===== config.mk =====
export PLATFORM = sky130hd
export DESIGN_NAME = dmem_arbiter
export DESIGN_NICKNAME = d
export VERILOG_FILES = /design/src/rtl/dmem_arbiter.sv
export SDC_FILE = /design/constraint.sdc
export NUM_CORES = 1
export LEC_CHECK = 0
export BUFFER_PORTS_ARGS = -buffer_cell sky130_fd_sc_hd__buf_2
export CORE_AREA = 2 2 123 125
export CTS_BUF_LIST = sky130_fd_sc_hd__clkbuf_16
export DETAILED_ROUTE_END_ITERATION = 8
export DIE_AREA = 0 0 125 127
export GPL_TIMING_DRIVEN = 0
export HOLD_SLACK_MARGIN = 0.12
export PLACE_DENSITY = 0.72
export SLEW_MARGIN = 25
export SYNTH_ARGS = -nofsm -noshare
export SYNTH_HDL_FRONTEND = slang
export SYNTH_SLANG_ARGS = --single-unit
export TNS_END_PERCENT = 50

===== constraint.sdc =====
create_clock -name clk -period 4.4 [get_ports clk]
set_clock_uncertainty 0.15 [all_clocks]
set_input_delay 0 -clock clk [delete_from_list [all_inputs] [get_ports clk]]
set_output_delay 0 -clock clk [all_outputs]
set_load 0.1 [all_outputs]

===== src/rtl/dmem_arbiter.sv =====
// dmem_arbiter: shares one data_memory port between p0 (LSU) and p1 (debug/DMA), one transaction in flight.
// Optional misaligned-access trapping is enabled by defining DMEM_ARB_ALIGN_CHECK_EN.
module dmem_arbiter #(
    parameter int ADDR_W     = 32,
    parameter bit FIXED_PRIO = 1'b0
) (
    input  logic              clk,
    input  logic              reset,
    input  logic              p0_req_valid,
    output logic              p0_req_ready,
    input  logic [ADDR_W-1:0] p0_req_addr,
    input  logic [31:0]       p0_req_wdata,
    input  logic              p0_req_write,
    input  logic [1:0]        p0_req_size,
    input  logic              p0_req_unsigned,
    output logic              p0_rsp_valid,
    input  logic              p0_rsp_ready,
    output logic [31:0]       p0_rsp_rdata,
    output logic              p0_rsp_err,
    input  logic              p1_req_valid,
    output logic              p1_req_ready,
    input  logic [ADDR_W-1:0] p1_req_addr,
    input  logic [31:0]       p1_req_wdata,
    input  logic              p1_req_write,
    input  logic [1:0]        p1_req_size,
    input  logic              p1_req_unsigned,
    output logic              p1_rsp_valid,
    input  logic              p1_rsp_ready,
    output logic [31:0]       p1_rsp_rdata,
    output logic              p1_rsp_err,
    output logic [31:0]       mem_address,
    output logic [31:0]       mem_write_data,
    output logic              mem_read,
    output logic              mem_write,
    output logic [1:0]        mem_size,
    output logic              mem_unsigned_load,
    input  logic [31:0]       mem_read_data
);
    typedef enum logic [1:0] {
        S_IDLE   = 2'd0,
        S_ACCESS = 2'd1,
        S_RESP   = 2'd2
    } state_t;

    state_t      r_state;
    logic        r_last_grant;
    logic        r_owner;
    logic        r_write;
    logic        r_misal;
    logic [31:0] r_mem_address;
    logic [31:0] r_mem_write_data;
    logic        r_mem_read;
    logic        r_mem_write;
    logic [1:0]  r_mem_size;
    logic        r_mem_unsigned;
    logic [1:0]  r_rsp_valid;
    logic [1:0]  r_rsp_err;
    logic [31:0] r_rsp_rdata [2];

    logic              w_idle;
    logic              w_grant_p1;
    logic              w_handshake;
    logic [ADDR_W-1:0] w_sel_addr;
    logic [31:0]       w_sel_wdata;
    logic              w_sel_write;
    logic [1:0]        w_sel_size;
    logic              w_sel_unsigned;
    logic              w_misal;
    logic [1:0]        w_rsp_ready;

    // Reset gates the ready pulses so every output reads 0 while reset is held.
    assign w_idle      = (r_state == S_IDLE) && !reset;
    assign w_grant_p1  = p1_req_valid && (!p0_req_valid || (!FIXED_PRIO && !r_last_grant));
    assign w_handshake = w_idle && (p0_req_valid || p1_req_valid);
    assign w_rsp_ready = {p1_rsp_ready, p0_rsp_ready};

    assign p0_req_ready = w_idle && p0_req_valid && !w_grant_p1;
    assign p1_req_ready = w_idle && w_grant_p1;

    assign w_sel_addr     = w_grant_p1 ? p1_req_addr     : p0_req_addr;
    assign w_sel_wdata    = w_grant_p1 ? p1_req_wdata    : p0_req_wdata;
    assign w_sel_write    = w_grant_p1 ? p1_req_write    : p0_req_write;
    assign w_sel_size     = w_grant_p1 ? p1_req_size     : p0_req_size;
    assign w_sel_unsigned = w_grant_p1 ? p1_req_unsigned : p0_req_unsigned;

`ifdef DMEM_ARB_ALIGN_CHECK_EN
    assign w_misal = ((w_sel_size == 2'b01) && w_sel_addr[0]) ||
                     ((w_sel_size == 2'b10) && (w_sel_addr[1:0] != 2'b00));
`else
    assign w_misal = 1'b0;
`endif

    always_ff @(posedge clk or posedge reset) begin
        if (reset) begin
            r_state          <= S_IDLE;
            r_last_grant     <= 1'b1;
            r_owner          <= 1'b0;
            r_write          <= 1'b0;
            r_misal          <= 1'b0;
            r_mem_address    <= '0;
            r_mem_write_data <= '0;
            r_mem_read       <= 1'b0;
            r_mem_write      <= 1'b0;
            r_mem_size       <= '0;
            r_mem_unsigned   <= 1'b0;
            r_rsp_valid      <= '0;
            r_rsp_err        <= '0;
            r_rsp_rdata[0]   <= '0;
            r_rsp_rdata[1]   <= '0;
        end else begin
            case (r_state)
                S_IDLE: begin
                    if (w_handshake) begin
                        r_owner          <= w_grant_p1;
                        r_last_grant     <= w_grant_p1;
                        r_write          <= w_sel_write;
                        r_misal          <= w_misal;
                        r_mem_address    <= 32'(w_sel_addr);
                        r_mem_write_data <= w_sel_wdata;
                        r_mem_size       <= w_sel_size;
                        r_mem_unsigned   <= w_sel_unsigned;
                        r_mem_read       <= !w_sel_write && !w_misal;
                        r_mem_write      <= w_sel_write && !w_misal;
                        r_state          <= S_ACCESS;
                    end
                end
                S_ACCESS: begin
                    r_rsp_valid[r_owner] <= 1'b1;
                    r_rsp_err[r_owner]   <= r_misal;
                    r_rsp_rdata[r_owner] <= (r_write || r_misal) ? 32'd0 : mem_read_data;
                    r_mem_address        <= '0;
                    r_mem_write_data     <= '0;
                    r_mem_read           <= 1'b0;
                    r_mem_write          <= 1'b0;
                    r_mem_size           <= '0;
                    r_mem_unsigned       <= 1'b0;
                    r_state              <= S_RESP;
                end
                S_RESP: begin
                    if (w_rsp_ready[r_owner]) begin
                        r_rsp_valid[r_owner] <= 1'b0;
                        r_rsp_err[r_owner]   <= 1'b0;
                        r_rsp_rdata[r_owner] <= '0;
                        r_state              <= S_IDLE;
                    end
                end
                default: r_state <= S_IDLE;
            endcase
        end
    end

    assign mem_address       = r_mem_address;
    assign mem_write_data    = r_mem_write_data;
    assign mem_read          = r_mem_read;
    assign mem_write         = r_mem_write;
    assign mem_size          = r_mem_size;
    assign mem_unsigned_load = r_mem_unsigned;

    assign p0_rsp_valid = r_rsp_valid[0];
    assign p1_rsp_valid = r_rsp_valid[1];
    assign p0_rsp_rdata = r_rsp_rdata[0];
    assign p1_rsp_rdata = r_rsp_rdata[1];
    assign p0_rsp_err   = r_rsp_err[0];
    assign p1_rsp_err   = r_rsp_err[1];
endmodule


==> key figures, run 1 <==
Run status
  • Outcome: finished clean

Placed design
  • Placed insts: 946
  • Worst slack, placed: 2.60 ns
  • IO buf count: 312
  • Final Wtd Congestion: 0.876
  • Area after DPL: 7990 sq um
  • Hpwl dp: 13,800 microns

Route
  • DRC errors left: 0
  • Total number of vias: 6,150
  • Antenna Nets Post-Route: 0
  • Vias per cell: 5.32
  • DRT Wirelength: 22,800 microns
  • Routed length per instance: 19.7 microns
  • First-pass detailed-route iteration total: 5
  • Starting DRC count in detailed routing: 320

Timing
  • Ratio of final minimum period to clock period: 0.619
  • Final Hold Fails: 0
  • Final min period: 2.72 ns
  • Final hold slack: 0.130 ns
  • Final setup viols: 0
  • Slew HR: 0.651
  • Fmax: 367 MHz
  • Slew @ Worst Pin: 0.524 ns
  • Fin worst setup slack: 1.68 ns
  • Final slew viol count: 0
  • RSZ-0062 raised after global routing: no

Finish
  • P&R area growth vs syn: 67.6%
  • Non-Filler Instances: 1,156
  • Nets: 1,131
  • Final Cell Area: 10,300 sq um
  • Share of layout cells above drive strength 1: 0.392

Logic synthesis
  • Post-synthesis sequential area ratio: 0.577
  • Ys flop type: dfrtp_1
  • Area contributors post-synth: dfrtp_1 (57%), mux2i_1 (11%), o2bb2ai_1 (9.5%), a22o_1 (9.1%), nor2b_1 (3.4%)
  • Area leader, netlist: dfrtp_1
  • Fraction of registers with async set/reset: 1.00
  • Seq cells post-synth: 142
  • Mapped Nets: 623
  • Yosys top cell area share: 0.573
  • Synthesized area: 6160 sq um
  • Post-synthesis cell type count: 34
  • Avg Cell Area, Syn: 13.7 sq um
  • Post-Syn Instances: 449
  • Number of synthesized flops with an enable pin: 0
  • Syn. warnings: 0

Worst setup path
  • WP data arrival: 2.88 ns
  • Crit path from: r_last_grant
  • Worst reg2reg path startpoint: r_last_grant
  • Crit path max-delay family: buffers and inverters
  • Critical path's largest stage delay: 0.63 ns
  • Setup crit end kind: flip-flop
  • Worst setup SP type: flip-flop
  • Last element of the critical path: mem_read
  • Buf/Inv on CP: 4
  • Req. time, crit path: 4.55 ns
  • CP max stage cell: dlygate4sd3_1
  • Crit Path Class: reg2reg
  • Instance count on the critical path: 7
  • Cell seen most often among critical-path stages: dlygate4sd3_1
  • Cells on worst reg2reg path: 7
  • Worst Path Max Fanout: 10
  • Worst path cell trace: a21boi_1 -> buf_4 -> buf_6 -> o221ai_2 -> dlygate4sd3_1 -> a21oi_1 -> dlygate4sd3_1
  • Reg2Reg Setup Slack: 1.68 ns
  • RR Endpoint: mem_read

Clock network
  • CTS Buffer Depth: 2
  • Reg clk slew, reported paths: 0.06 ns
  • CTS tree: done
  • TritonCTS Buffers: 17
  • CTS root buf: clkbuf_16
  • Post-CTS Resized: 0
  • Clk sink count: 142
  • H-tree levels: 4
  • Clock Latency Late Sink: 0.42 ns

Global route
  • GR Util All Layers: 0.289
  • Total global routing overflow: 0
  • Vias in the first global route: 6,956
  • First-pass GRT wire length: 36,300 microns
  • Initial antenna violation count: 1
  • Largest net degree at the start of global routing: 86

Job
  • MaxCap Viol Count: 0

Hold path
  • Min-Delay Path Class: in2reg

Floorplanning
  • Die height: 127 microns
  • Core Rows: 44
  • Initial core utilization: 0.427
  • Core area: 14,400 sq um
  • Die Area: 15,900 sq um
  • I/O Pins: 313
  • Die Span X: 125 microns
## sequential cells by signal, summed over array words and instances (netlist names), 2 cells and up, named ones only
name and cells:
mem_address 32, mem_size 2, mem_write_data 32, p0_rsp_rdata 32, p1_rsp_rdata 32, r_rsp_err 2, r_state 2
## cell type report
| class | count | area [sq um] |
|---|---|---|
| Sequential cell | 142 | 3550 |
| Timing Repair Buffer | 489 | 3350 |
| Antenna cell | 2 | 5.00 |
| Inverter | 2 | 15.0 |
| Clock inverter | 15 | 146 |
| Multi-Input combinational cell | 266 | 2300 |
| Tap cell | 184 | 230 |
| Buffer | 39 | 298 |
| Fill cell | 973 | 4100 |
| Clock buffer | 17 | 425 |
## logic make-up (layout without fill, tap and decap cells)
group,Yosys count,in the layout,synth area share
AOI/OAI and AO/OA,146,146,0.208
DFF,142,142,0.577
muxes,68,68,0.111
and+or+nand+nor,52,52,0.0547
buffers and inverters,41,562,0.0496
other,0,2,0
## synth_stat cells, drive strengths merged (2+ instances only)
cell type	count
nor2	3
nand3b	2
a21o	5
nor2b	34
clkbuf	11
dfrtp	141
o21ai	3
and2	5
buf	28
inv	2
a22o	64
mux2i	68
nand2	3
o2bb2ai	67
## through the flow
| stage | TNS (ns) | utilization |
|---|---|---|
| 6_report | 0 | 0.716 |
| 5_1_grt | 0 | 0.716 |
| 4_1_cts | 0 | 0.715 |
| 3_5_place_dp | 0 | 0.554 |
| 3_3_place_gp | -132.82 | 0.551 |
| 2_1_floorplan | 0 | - |
## timing repair
| action | 4_1_cts | 5_1_grt |
|---|---|---|
| setup buffers | 0 | 0 |
| hold buffers | 176 | 0 |
| endpoints found under the hold margin | 279 | 0 |
| endpoints found under the setup margin | 0 | 0 |
## how the worst min path moves through the flow
stage               depth (start not counted)             from               end
floorplan                                   2  p0_req_addr[17]   mem_address[17]
global placement                            3   p0_req_addr[9]    mem_address[9]
detailed placement                          2            reset   mem_address[14]
CTS                                         4     p1_rsp_ready  p1_rsp_rdata[28]
global route                                4     p1_rsp_ready  p1_rsp_rdata[28]
finish                                      4     p1_rsp_ready  p1_rsp_rdata[28]
## layout by cell type, fill, tap and decap left out, drive strengths merged, types with 4 or more instances in the layout
master and instances:
a22o 64, buf 341, o2bb2ai 67, a21o 5
inv 6, dlygate4sd3 176, clkbuf 28, clkinv 5
and2 5, dfrtp 141, nor2b 34, clkinvlp 4
mux2i 68
## tightest hold or removal path: stages
cell	delay [ns]
buf_2	0.09
and3b_1	0.20
o21ai_4	0.11
a22o_1	0.24
## metal layers
metal / global-route usage / vias to the layer above / wire length, microns
li1: - / 2709 / -
met1: 0.331 / 3044 / 8620
met2: 0.506 / 305 / 11600
met3: 0.0611 / 92 / 1330
met4: 0.165 / 0 / 1200
met5: 0 / - / 0
Power of run 1 is not shown: default switching activity piles up to over one toggle a cycle in this logic, so the estimate is an artifact.
==> run 2: changes to the inputs <==
CORE_AREA = default   (was 2 2 123 125)
CORE_ASPECT_RATIO = 0.9   (was default)
CORE_UTILIZATION = 41   (was default)
DIE_AREA = default   (was 0 0 125 127)
PLACE_DENSITY = 0.73   (was 0.72)
clock period = 2.4 ns   (was 4.4 ns; I/O delays follow)
==> run 2 against run 1 <==
  * Flip-flop and latch count stayed put
  * Critical endpoint is now p0_rsp_rdata[31]
  * Wire length is 0.31% higher
  * Design area is 1.2% higher
  * Setup slack worse by 1.5 ns
  * Non-clock buffer count is 4 higher
  * First-iteration DRC count is 29% higher
==> key figures, run 2 (synthesized netlist as in run 1, its figures left out) <==
Run status
  • Outcome: finished clean

Timing
  • Slew @ Worst Pin: 0.631 ns (+0.107 ns)
  • Slew HR: 0.579 (-0.0720)
  • Final slew viol count: 0 (unchanged)
  • RSZ-0062 raised after global routing: no
  • Final setup viols: 0 (unchanged)
  • Final Hold Fails: 0 (unchanged)
  • Final min period: 2.27 ns (-0.452 ns)
  • Fmax: 440 MHz (+20%)
  • Ratio of final minimum period to clock period: 0.947 (+0.328)

Route
  • Vias per cell: 5.36 (+0.71%)
  • Starting DRC count in detailed routing: 413 (+29%)
  • Routed length per instance: 19.5 microns (-1.1%)
  • Total number of vias: 6,285 (+2.2%)
  • First-pass detailed-route iteration total: 4 (-1)
  • Antenna Nets Post-Route: 0 (unchanged)
  • DRT Wirelength: 22,900 microns (+0.31%)
  • DRC errors left: 0 (unchanged)

Placed design
  • IO buf count: 312 (unchanged)
  • Final Wtd Congestion: 0.933 (+6.5%)
  • Placed insts: 963 (+1.8%)
  • Hpwl dp: 13,300 microns (-3.9%)

Finish
  • Multi-input logic area: 2300 sq um (unchanged)
  • Commonest non-fill, non-tap cells in the layout: buf_2 (319), dlygate4sd3_1 (177), dfrtp_1 (141)
  • FILL cells: 981 (+0.82%)
  • Commonest non-fill, non-tap cell in the layout: buf_2
  • P&R area growth vs syn: 69.7%
  • Share of layout cells above drive strength 1: 0.395 (+0.00352)
  • Non-Filler Instances: 1,173 (+1.5%)
  • Nets: 1,135 (+0.35%)
  • Register area: 3550 sq um (unchanged)

Floorplanning
  • Die height: 118 microns (-6.9%)
  • Core Rows: 42 (-4.5%)
  • Die Span X: 131 microns (+4.9%)
  • Die Area: 15,500 sq um (-2.3%)
  • I/O Pins: 313 (unchanged)
  • Initial core utilization: 0.419 (-0.00842)
  • Core area: 14,700 sq um (+2.0%)

Clock network
  • Hold Buf Count CTS: 177 (+0.57%)
  • CTS root buf: clkbuf_16
  • H-tree levels: 4 (unchanged)
  • Post-CTS Resized: 0 (unchanged)
  • TritonCTS Buffers: 17 (unchanged)
  • Clock Latency Late Sink: 0.41 ns (about the same)
  • Clk sink count: 142 (unchanged)
  • CTS Buffer Depth: 2 (unchanged)
  • CTS tree: done
  • Reg clk slew, reported paths: 0.06 ns (about the same)
  • Buffer count from post-CTS setup fixing: 0 (unchanged)

Worst setup path
  • Crit path max-delay family: buffers and inverters
  • Crit Path Class: reg2reg
  • Critical path's largest stage delay: 0.56 ns (-0.07 ns)
  • WP data arrival: 2.47 ns (-0.41 ns)
  • Req. time, crit path: 2.59 ns (-1.96 ns)
  • Worst setup SP type: flip-flop
  • CP max stage cell: dlygate4sd3_1
  • Worst Path Max Fanout: 10 (unchanged)
  • Worst path cell trace: nand2b_1 -> nor2_2 -> buf_2 -> a22o_1 -> dlygate4sd3_1
  • Setup crit end kind: flip-flop
  • Buf/Inv on CP: 2 (-2)

Global route
  • Initial antenna violation count: 1 (unchanged)
  • First-pass GRT wire length: 35,800 microns (-1.2%)
  • Total global routing overflow: 0 (unchanged)
  • Largest net degree at the start of global routing: 35 (-59%)
  • Vias in the first global route: 6,772 (-2.6%)
  • GR Util All Layers: 0.301 (+0.0112)

Job
  • MaxCap Viol Count: 0 (unchanged)

Hold path
  • Min-Delay Path Class: in2reg
-- run 2: cell count changes in the layout (fill, tap and decap cells not counted), sizes merged --
| cell | change |
|---|---|
| buf | +3 |
| clkinv | +2 |
| dlygate4sd3 | +1 |
| clkinvlp | -1 |
| inv | -3 |
| diode | -1 |
| bufinv | +2 |
-- run 2: final timing paths --
| check | slack, ns | from | to | cells past startpoint |
|---|---|---|---|---|
| min in group asynchronous | 0.70 | reset | mem_write_data[1] | 4 |
| worst max-delay path | 0.13 | r_state[1] | p0_rsp_rdata[31] | 5 |
| worst min register to register | 0.33 | flip-flop | flip-flop | 1 |
| worst max register to register | 0.13 | r_state[1] | p0_rsp_rdata[31] | 5 |
| worst min-delay path | 0.26 | p1_req_addr[11] | mem_address[11] | 4 |
| max in group asynchronous | 0.58 | reset | p1_rsp_rdata[18] | 6 |
-- run 2: area by class of cell --
cell class | count | share of cell area
Clock buffer | 17 | 0.0407
Tap cell | 198 | 0.0237
Timing Repair Buffer | 493 | 0.327
Multi-Input combinational cell | 266 | 0.220
Sequential cell | 142 | 0.340
Buffer | 39 | 0.0285
Inverter | 2 | 0.00108
Clock inverter | 15 | 0.0186
Antenna cell | 1 | 0.000239
-- run 2: per-layer routing --
metal,track usage,part of all wire
met1,0.348,0.39
met2,0.502,0.49
met3,0.0674,0.059
met4,0.201,0.056
met5,0,0
-- run 2: stage by stage --
step / worst slack [ns] / setup TNS, ns / hold slack [ns] / cell area (sq um) / utilization
2_1_floorplan: 0.0530 / 0 / 0.0344 / 6160 / -
3_3_place_gp: -0.332 / -45.57 / 0.121 / 7970 / 0.542
3_5_place_dp: 0.652 / 0 / 0.00217 / 8060 / 0.548
4_1_cts: 0.190 / 0 / 0.237 / 10500 / 0.710
5_1_grt: 0.0372 / 0 / 0.281 / 10500 / 0.710
6_report: 0.128 / 0 / 0.260 / 10500 / 0.710
-- run 2: worst register-to-register path, delay by kind of cell, from the launching register on --
family                 cells  cell delay (ns)
AND/OR/NAND/NOR            2             0.52
AO/OA/AOI/OAI              1             0.17
buffers and inverters      2             0.85
flip-flops                 1             0.51
Power of run 2 is left out for the same reason.
==> run 3: changes to the inputs <==
CELL_PAD_IN_SITES_DETAIL_PLACEMENT = 0   (was default)
CELL_PAD_IN_SITES_GLOBAL_PLACEMENT = 1   (was default)
CORE_UTILIZATION = 31   (was 41)
MAX_ROUTING_LAYER = met4   (was default)
PLACE_DENSITY = 0.72   (was 0.73)
==> run 3 against run 2 <==
  * Non-clock buffer count increased by 1
  * Global-route usage decreased by 9.2 points
  * First-iteration DRC count decreased by 48%
  * Via count decreased by 7.5%
  * Die area increased by 32%
  * Count of clock-buffer cells in the layout unchanged
  * Largest cell class unchanged
  * Highest routed layer unchanged
==> key figures, run 3 (synthesized netlist as in run 1, its figures left out) <==
Run status
  • Outcome: finished clean

Timing
  • Fin worst setup slack: 0.277 ns (+0.149 ns)
  • Final setup viols: 0 (unchanged)
  • Slew HR: 0.613 (+0.0346)
  • Final Hold Fails: 0 (unchanged)
  • Fmax: 471 MHz (+7.0%)
  • RSZ-0062 raised after global routing: no
  • Final min period: 2.12 ns (-0.149 ns)
  • Slew @ Worst Pin: 0.580 ns (-0.0506 ns)
  • Final slew viol count: 0 (unchanged)
  • Ratio of final minimum period to clock period: 0.885 (-0.0620)

Global route
  • Initial antenna violation count: 1 (unchanged)
  • Largest net degree at the start of global routing: 32 (-8.6%)
  • Total global routing overflow: 0 (unchanged)
  • Vias in the first global route: 6,100 (-9.9%)
  • GR Util All Layers: 0.209 (-0.0920)
  • First-pass GRT wire length: 31,800 microns (-11%)

Finish
  • Share of layout cells above drive strength 1: 0.396 (+0.000620)
  • Commonest non-fill, non-tap cells in the layout: buf_2 (319), dlygate4sd3_1 (177), dfrtp_1 (141)
  • P&R area growth vs syn: 70.7%
  • Commonest non-fill, non-tap cell in the layout: buf_2
  • Nets: 1,136 (+0.088%)

Clock network
  • CTS Buffer Depth: 2 (unchanged)
  • Buffer count from post-CTS setup fixing: 0 (unchanged)
  • Clock Latency Late Sink: 0.41 ns (about the same)
  • H-tree levels: 4 (unchanged)
  • CTS root buf: clkbuf_16
  • TritonCTS Buffers: 17 (unchanged)
  • Reg clk slew, reported paths: 0.07 ns (about the same)
  • CTS tree: done
  • Clk sink count: 142 (unchanged)

Route
  • Vias per cell: 4.74 (-12%)
  • First-pass detailed-route iteration total: 4 (unchanged)
  • DRC errors left: 0 (unchanged)
  • Routed length per instance: 16.9 microns (-13%)
  • Antenna Nets Post-Route: 0 (unchanged)
  • Total number of vias: 5,812 (-7.5%)
  • DRT Wirelength: 20,700 microns (-9.4%)
  • Starting DRC count in detailed routing: 215 (-48%)

Floorplanning
  • Die Area: 20,400 sq um (+32%)
  • Die height: 136 microns (+15%)
  • Core Rows: 48 (+14%)
  • I/O Pins: 313 (unchanged)
  • Core area: 19,300 sq um (+31%)
  • Initial core utilization: 0.318 (-0.100)
  • Die Span X: 151 microns (+15%)

Worst setup path
  • Worst Path Max Fanout: 10 (unchanged)
  • Critical path's largest stage delay: 0.55 ns (about the same)
  • WP data arrival: 1.97 ns (-0.50 ns)
  • Crit path from: r_last_grant
  • Req. time, crit path: 2.25 ns (-0.34 ns)
  • CP max stage cell: dfstp_2
  • Cell seen most often among critical-path stages: buf_4
  • Buf/Inv on CP: 3 (+1)
  • Crit Path Class: reg2out
  • Worst reg2reg path startpoint: r_last_grant
  • Crit path max-delay family: buffers and inverters
  • Worst path cell trace: a21boi_1 -> buf_4 -> buf_4 -> nor2_1 -> buf_2
  • Setup crit end kind: output port
  • Worst setup SP type: flip-flop

Placed design
  • IO buf count: 312 (unchanged)
  • Final Wtd Congestion: 0.781 (-16%)
  • Hpwl dp: 13,900 microns (+4.5%)
  • Worst slack, placed: 0.605 ns (-0.0466 ns)

Hold path
  • Hold Crit Start: p1_req_addr[6]
  • Min-Delay Path Class: in2reg

Job
  • MaxCap Viol Count: 0 (unchanged)
run 3: final cells by class:
cell class                 count  area, sq um
antenna                        1         2.50
buffer                        39          298
clock buffer                  17          425
clock inverter                15          171
fill                        1685         8820
inverter                       2         11.3
multi-input combinational    266         2300
sequential                   142         3550
tap                          250          313
timing repair buffer         494         3440
run 3: stage by stage:
| step | utilization | std cells | instance area, sq um | hold WS (ns) | setup TNS, ns |
|---|---|---|---|---|---|
| floorplan | - | 449 | 6160 | 0.0344 | 0 |
| global placement | 0.416 | 1011 | 8040 | 0.123 | -79.75 |
| detailed placement | 0.421 | 1016 | 8140 | -0.141 | 0 |
| CTS | 0.544 | 1225 | 10500 | 0.231 | 0 |
| global route | 0.544 | 1226 | 10500 | 0.251 | 0 |
| finish | 0.544 | 1226 | 10500 | 0.252 | 0 |
run 3: path summary, 6_finish.rpt:
check / end / depth (start not counted) / slack (ns)
setup / recovery: p0_req_ready / 5 / 0.28
hold / removal: mem_address[6] / 4 / 0.25
setup reg to reg: mem_address[27] / 6 / 0.28
hold reg to reg: flip-flop / 1 / 0.33
max in group asynchronous: mem_address[9] / 6 / 0.86
min in group asynchronous: mem_read / 4 / 0.58
run 3: layer usage:
metal | up-vias | track usage | part of all wire | wire length, microns
li1 | 2735 | - | - | -
met1 | 2833 | 0.261 | 0.45 | 9280
met2 | 221 | 0.331 | 0.47 | 9820
met3 | 23 | 0.0508 | 0.060 | 1230
met4 | 0 | 0.0667 | 0.018 | 367
met5 | - | - | 0 | 0
run 3: repair_timing:
action                                 in CTS  in global routing
endpoints found under the hold margin     279                  0
hold buffers                              177                  0
resized for setup                           0                  0
run 3: worst reg2reg max path, stage by stage, from the launching register on:
cell and delay, ns:
dfstp_2 0.38, a21boi_1 0.12, buf_4 0.21, buf_4 0.26, mux2i_1 0.24, dlygate4sd3_1 0.58, o2bb2ai_1 0.06
Power of run 3 is left out for the same reason.
